File: src/rtl/dm_param.sv
// -----------------------------------------------------------------------------
// dm_param -- parametrised single-port data memory with byte-lane writes,
// registered 1-cycle read, hardware fill sequencer and a sticky fault flag.
//
// Parameters
//   DATA_W      word width in bits (multiple of 8)
//   ADDR_W      address width in bits
//   DEPTH       number of words (DEPTH <= 2**ADDR_W)
//   FILL_VALUE  word written everywhere by the fill sequencer
//
// Ports
//   clk        rising-edge clock
//   reset      asynchronous active-low reset
//   init_req   one-cycle pulse: (re)start a fill of the whole array
//   addr       word address shared by read and write
//   din        write data
//   we         write enable
//   be         byte-lane enables, bit i covers din[8i+7:8i]
//   re         read enable
//   dout       registered read data (holds when no read is issued)
//   rvalid     dout carries the result of a read issued last cycle
//   busy       fill sequencer active, accesses are rejected
//   fault      sticky: out-of-range access, or access while busy
//   fault_clr  clears fault (a simultaneous new fault wins)
// -----------------------------------------------------------------------------
module dm_param #(
  parameter int                DATA_W     = 16,
  parameter int                ADDR_W     = 8,
  parameter int                DEPTH      = 256,
  parameter logic [DATA_W-1:0] FILL_VALUE = '0
) (
  input  logic                  clk,
  input  logic                  reset,
  input  logic                  init_req,
  input  logic [ADDR_W-1:0]     addr,
  input  logic [DATA_W-1:0]     din,
  input  logic                  we,
  input  logic [DATA_W/8-1:0]   be,
  input  logic                  re,
  output logic [DATA_W-1:0]     dout,
  output logic                  rvalid,
  output logic                  busy,
  output logic                  fault,
  input  logic                  fault_clr
);

  localparam int LANES = DATA_W / 8;
  localparam int IDX_W = (DEPTH > 1) ? $clog2(DEPTH) : 1;
  // One extra bit so that DEPTH == 2**ADDR_W is representable and never faults.
  localparam logic [ADDR_W:0]  DEPTH_X  = (ADDR_W + 1)'(DEPTH);
  localparam logic [IDX_W-1:0] LAST_IDX = IDX_W'(DEPTH - 1);

  typedef enum logic {ST_INIT, ST_RUN} state_t;

  state_t            r_state;
  logic [IDX_W-1:0]  r_ptr;
  logic [DATA_W-1:0] r_dout;
  logic              r_rvalid;
  logic              r_busy;
  logic              r_fault;
  logic [DATA_W-1:0] r_mem [DEPTH];

  logic              w_run;
  logic              w_in_range;
  logic [IDX_W-1:0]  w_idx;
  logic [DATA_W-1:0] w_word;
  logic [DATA_W-1:0] w_merged;
  logic [DATA_W-1:0] w_rd_word;
  logic              w_wr_en;
  logic              w_fault_ev;

  assign w_run      = (r_state == ST_RUN);
  assign w_in_range = ({1'b0, addr} < DEPTH_X);
  assign w_idx      = addr[IDX_W-1:0];
  // Only consumed when w_in_range is true, so aliasing of low index bits
  // for out-of-range addresses never reaches the array or dout.
  assign w_word     = r_mem[w_idx];

  always_comb begin
    w_merged = w_word;
    for (int i = 0; i < LANES; i++) begin
      if (be[i]) w_merged[8*i +: 8] = din[8*i +: 8];
    end
  end

  // Write-first: a same-cycle write to the read address is visible in dout.
  assign w_rd_word  = we ? w_merged : w_word;
  assign w_wr_en    = w_run && we && w_in_range;
  assign w_fault_ev = (we || re) && (!w_run || !w_in_range);

  always_ff @(posedge clk or negedge reset) begin
    if (!reset) begin
      r_state  <= ST_INIT;
      r_ptr    <= '0;
      r_busy   <= 1'b1;
      r_dout   <= '0;
      r_rvalid <= 1'b0;
      r_fault  <= 1'b0;
    end else begin
      case (r_state)
        ST_INIT: begin
          r_rvalid <= 1'b0;
          if (init_req) begin
            r_ptr <= '0;
          end else if (r_ptr == LAST_IDX) begin
            r_state <= ST_RUN;
            r_busy  <= 1'b0;
            r_ptr   <= '0;
          end else begin
            r_ptr <= r_ptr + 1'b1;
          end
        end
        default: begin
          if (init_req) begin
            r_state <= ST_INIT;
            r_busy  <= 1'b1;
            r_ptr   <= '0;
          end
          r_rvalid <= re;
          if (re) r_dout <= w_in_range ? w_rd_word : '0;
        end
      endcase

      if (w_fault_ev)     r_fault <= 1'b1;
      else if (fault_clr) r_fault <= 1'b0;
    end
  end

  // Array has no reset; the fill sequencer is what initialises it.
  always_ff @(posedge clk) begin
    if (r_state == ST_INIT) begin
      r_mem[r_ptr] <= FILL_VALUE;
    end else if (w_wr_en) begin
      r_mem[w_idx] <= w_merged;
    end
  end

  assign dout   = r_dout;
  assign rvalid = r_rvalid;
  assign busy   = r_busy;
  assign fault  = r_fault;

endmodule
File: config.mk
export PLATFORM = sky130hd
export DESIGN_NAME = dm_param
export DESIGN_NICKNAME = d
export VERILOG_FILES = /design/src/rtl/dm_param.sv
export SDC_FILE = /design/constraint.sdc
export NUM_CORES = 2
export LEC_CHECK = 0
export BUFFER_PORTS_ARGS = -buffer_cell sky130_fd_sc_hd__buf_4
export CORE_AREA = 2 2 679 681
export CTS_CLUSTER_DIAMETER = 100
export DETAILED_ROUTE_END_ITERATION = 7
export DIE_AREA = 0 0 681 683
export PLACE_DENSITY = 0.54
export REMOVE_ABC_BUFFERS = 1
export SYNTH_ARGS = -nofsm -noshare
export SYNTH_HDL_FRONTEND = slang
export SYNTH_SLANG_ARGS = --single-unit
File: constraint.sdc
create_clock -name clk -period 26.6 [get_ports clk]
set_input_delay 3.99 -clock clk [delete_from_list [all_inputs] [get_ports clk]]
set_output_delay 3.99 -clock clk [all_outputs]
set_load 0.02 [all_outputs]
[Word-level counts from Yosys, hierarchy flattened]
Memory sizes are Yosys's and may differ from the RTL's.
Index checks and enable logic that the tools add are counted.
Operators by class
  $add $sub $neg: 1
  eq/ne operators: 3
  multiplexer cells: 25
  reductions and logical operators: 9
Operators with widths (number)
  two-way mux 8 bit: 7
  two-way mux 16 bit: 2
  two-way mux 1 bit: 16
  OR reduction 16 bit: 1
  adder 8 x 1 -> 8 bit (second input constant): 1
  equality test 8 bit (second input constant): 1
  nonzero test 2 bit: 2
  AND reduction 3 bit: 1
  logical AND 1 bit: 2
  != test 2 x 1 -> 1 bit (second input constant): 1
  != test 2 bit (second input constant): 1
  AND reduction 2 bit: 1
  logical NOT 1 bit: 1
  logical OR 1 bit: 1
Storage, ports and cells
  register bits after elaboration: 28
  RAM bits: 4096
  input bits: 32
  output and inout port bits: 19
  word-level logic and storage cells: 45
  memories: 1
Memories
  r_mem: depth 256, width 16, rd ports 1, clocked after Yosys merged registers in 0, wr ports 1, line 61  | logic [DATA_W-1:0] r_mem [DEPTH];

[Longest topological paths before layout]
  depth after elaboration: 6
  depth in mapped cells: 15
  depth with buffers taken out: 7

[Worst setup path after synthesis]
Ideal clock, no wire load.
  kind: input to register
  start point: in addr[1]
  end point: mem r_mem[0][15] (data pin)
  setup time: 2.231 ns
  data arrival time: 16.134 ns
  required time: 24.369 ns
  slack: 8.235 ns
  cell stages on the path: 14
  path buffers: 7
  cell sequence: buf_6 -> buf_12 -> buf_12 -> buf_8 -> buf_12 -> buf_6 -> buf_6 -> mux4_2 -> mux2i_1 -> a32oi_1 -> a21oi_1 -> o31ai_1 -> a31oi_1 -> o31ai_1
Between the ends
  longest elaborated chain between the ends: 3
RTL lines
  from (decl): line 35  | input logic [ADDR_W-1:0] addr,
  memory (256 x 16 bit)
  two-way mux 8 bit: line 82  | if (be[i]) w_merged[8*i +: 8] = din[8*i +: 8];
  two-way mux 16 bit (no source line)
  to (decl): line 61
No other way between the ends.

[Worst setup path after layout]
  start point: in addr[0]
  end point: mem r_mem[243][5] (data pin)
The elaborated chain is that of the path after synthesis.

==> metrics.txt <==
Port Buf Inserts=50; worst reg2reg path depth=8; Clk Latency, worst-skew pair=1.03 ns; CTS Buf Count=~430; sequential fraction of the synthesis area=approximately 78%; critical path class=input pin to flip-flop; placed inst area=169000 µm²; min-delay worst type=flip-flop to flip-flop; non-filler cells, final=14200; gpl congestion=0.857; mux contribution to synthesized area=between 10% and 20%; cts hold-fix bufs=0; Max Clk Rate=0.0889 GHz; post-synthesis adder-cell area fraction=0.00784%; row count=between 200 and 250; H-Tree Depth=5; dpl hpwl=282000 µm; post-CTS setup buffers=0; CP max FO=93; Setup Skew=roughly 0.096 ns; largest cells by area after synthesis=edfxtp_1, mux4_2, mux2i_1; CTS tree=done; FFs w/ async S/R, synth=0.679%; post-synthesis simple-gate area fraction=2.02%; Endpoint, Worst Hold=dout[5]; Yosys reg bits=4124; XOR/XNOR Fraction of Synth Area=0.0165%; Root Driver=clkbuf_16; largest net degree at the start of global routing=184; Power per Cell Area=73.3 nW/µm²; Mean Syn Cell Area=22.3 µm²; final core utilization=around 40%; CORE AREA=458000 µm²; Hold Slack=roughly 0.54 ns; crit path time final=11.25 ns; top cell type's share of synthesized area=77.1%; Worst-path clk slew=~0.06 ns; first-pass GRT wire length=654000 µm; count leader, synth=edfxtp_1; nets=between 7000 and 8000; RSZ-0062 raised after global routing=no; relative max-transition margin=-0.926%; die area=between 400000 and 500000 µm²; reg-to-reg endpoint=r_mem[243][5]; Setup crit end kind=flip-flop; Cell variety after synth=66; worst slew pin tran=1.50 ns; Final Max Tran Viols=1; final hold vios=0; Synth Flop Type=edfxtp_1; Syn. warnings=0; failing checks=capacitance limit, slew limit; placed cell count=13400; max-cap violations=1; largest family of logic cells by synthesized area=multiplexers; WHS Path Cells=2; CTS resizes=0; initial antenna violation count=31; routed wire length=477000 µm; 1st-iter DRT viols=10600; Die X=681 µm; Layout area overhead=14.4%; Via density=between 5 and 6; Setup TNS Final=0 ns; crit path DAT=11.92 ns; post-route ant nets=0; Worst R2R Setup Slack=20.91 ns; final-report setup violation count=0; commonest cells in the netlist=edfxtp_1, mux4_2, nor2_1; number of global-route vias before repair=79200; crit share post-route=42.3%; leakage=63.0 nW; Design Area, Final=between 150000 and 200000 µm²; Total GRT Usage=about a fifth; complex-gate fraction of the synthesized area=2.50%; Cells after Synth=approximately 7200; fillcell total=40300; worst vdd ir=0.0535 mV; post-synth top area cell=edfxtp_1; DRC Markers=0; Worst R2R Start=r_mem[86][5]; num ports=between 50 and 60; EDFF count, synth=4096; drt pass-1 iters=6; Starting Density=34.8%; Crit path required time=27.27 ns; routed via count=between 70000 and 80000; layout cell share with drive strength beyond 1=between 20% and 30%; crit path launch type=input pin; clk buf depth=4; Place WS=~14 ns; grt total ovfl=0; Die Ht=roughly 680 µm; Setup WS post-layout=about 15 ns; Post-Syn Area=160000 µm²; Hold Path Origin=dout[5]; DR WL/cell=33.7 µm; crit path from=addr[0]; clk sink count=4124; Pwr Total=13.4 mW; status=finished with violations
[metal layers]
layer	GRT usage [%]	part of all wire, %	up-vias
met3	3.41	7.7	756
met2	32.7	48	3717
met5	0	0.0023	-
met1	27.3	40	44000
met4	7.28	4.0	2
li1	-	-	31400
[report_power, final]
group / internal, mW / total, mW / leakage, nW / switching, mW
clock: 3.29 / 5.81 / 6.57 / 2.51
combinational: 0.186 / 0.529 / 12.9 / 0.343
sequential: 7.05 / 7.06 / 43.6 / 0.00957
[sequential cells by signal (all words and copies together) (netlist names)]
| signal | flops |
|---|---|
| busy | 1 |
| fault | 1 |
| r_state | 1 |
| r_ptr | 8 |
| dout | 16 |
| r_mem | 4096 |
| rvalid | 1 |
[critical path: stages]
cell and delay [ns]:
buf_16 0.31, buf_4 0.71, buf_4 0.66, buf_4 0.70
buf_4 0.71, mux4_2 0.36, mux2i_1 0.07, o21ai_0 0.31
o2111ai_1 0.41, o221ai_1 0.37, nand3_1 0.16, nand2_4 0.67
buf_4 0.93, buf_4 0.76
[final cells by class]
type	count	area (µm²)	area share (%)
clock buffer	530	11200	6.13
tap	6149	7690	4.21
antenna	9	22.5	0.0123
multi-input combinational	2617	33800	18.5
timing repair buffer	477	3840	2.10
inverter	8	46.3	0.0254
sequential	4124	124000	67.8
clock inverter	244	2250	1.23
[cells by family after synthesis]
kind of cell	count (synthesis)
XOR/XNOR	3
adder cells (fa/ha/maj)	1
AO/OA/AOI/OAI	559
flip-flops	4124
multiplexers	1301
buffers and inverters	422
AND/OR/NAND/NOR	753
[layout by cell type, fill, tap and decap left out, drive strengths merged, types with 5 or more instances in the layout]
master       n
nand3       89
a221oi      41
and2        13
a22o        21
buf        476
nand2b      16
nand4        9
or2          5
o31ai       10
a2111oi      6
dfrtp       27
mux2        34
nor2b       21
diode        9
nand3b      10
mux2i      252
a32oi       35
clkinv     190
a221o        9
inv         17
a211o        6
o21ai       94
nor3         8
edfxtp    4096
a32o         8
o211ai      13
nand2      254
a211oi      25
o22ai       19
nor2       305
a31oi       14
a22oi      131
and3        10
a21oi       76
clkinvlp    13
o221ai      38
mux4      1015
bufinv      32
clkbuf     531
[worst max-delay path by stage]
stage | cells past startpoint | slack, ns | endpoint
3_3_place_gp | 14 | 14.49 | r_mem[98][5]
3_5_place_dp | 14 | 14.25 | r_mem[99][5]
6_report | 14 | 15.35 | r_mem[243][5]
4_1_cts | 14 | 15.30 | r_mem[121][5]
2_1_floorplan | 6 | 8.05 | r_mem[0][2]
5_1_grt | 14 | 14.79 | r_mem[241][5]
No activity file was read; power rests on OpenSTA's default activity.
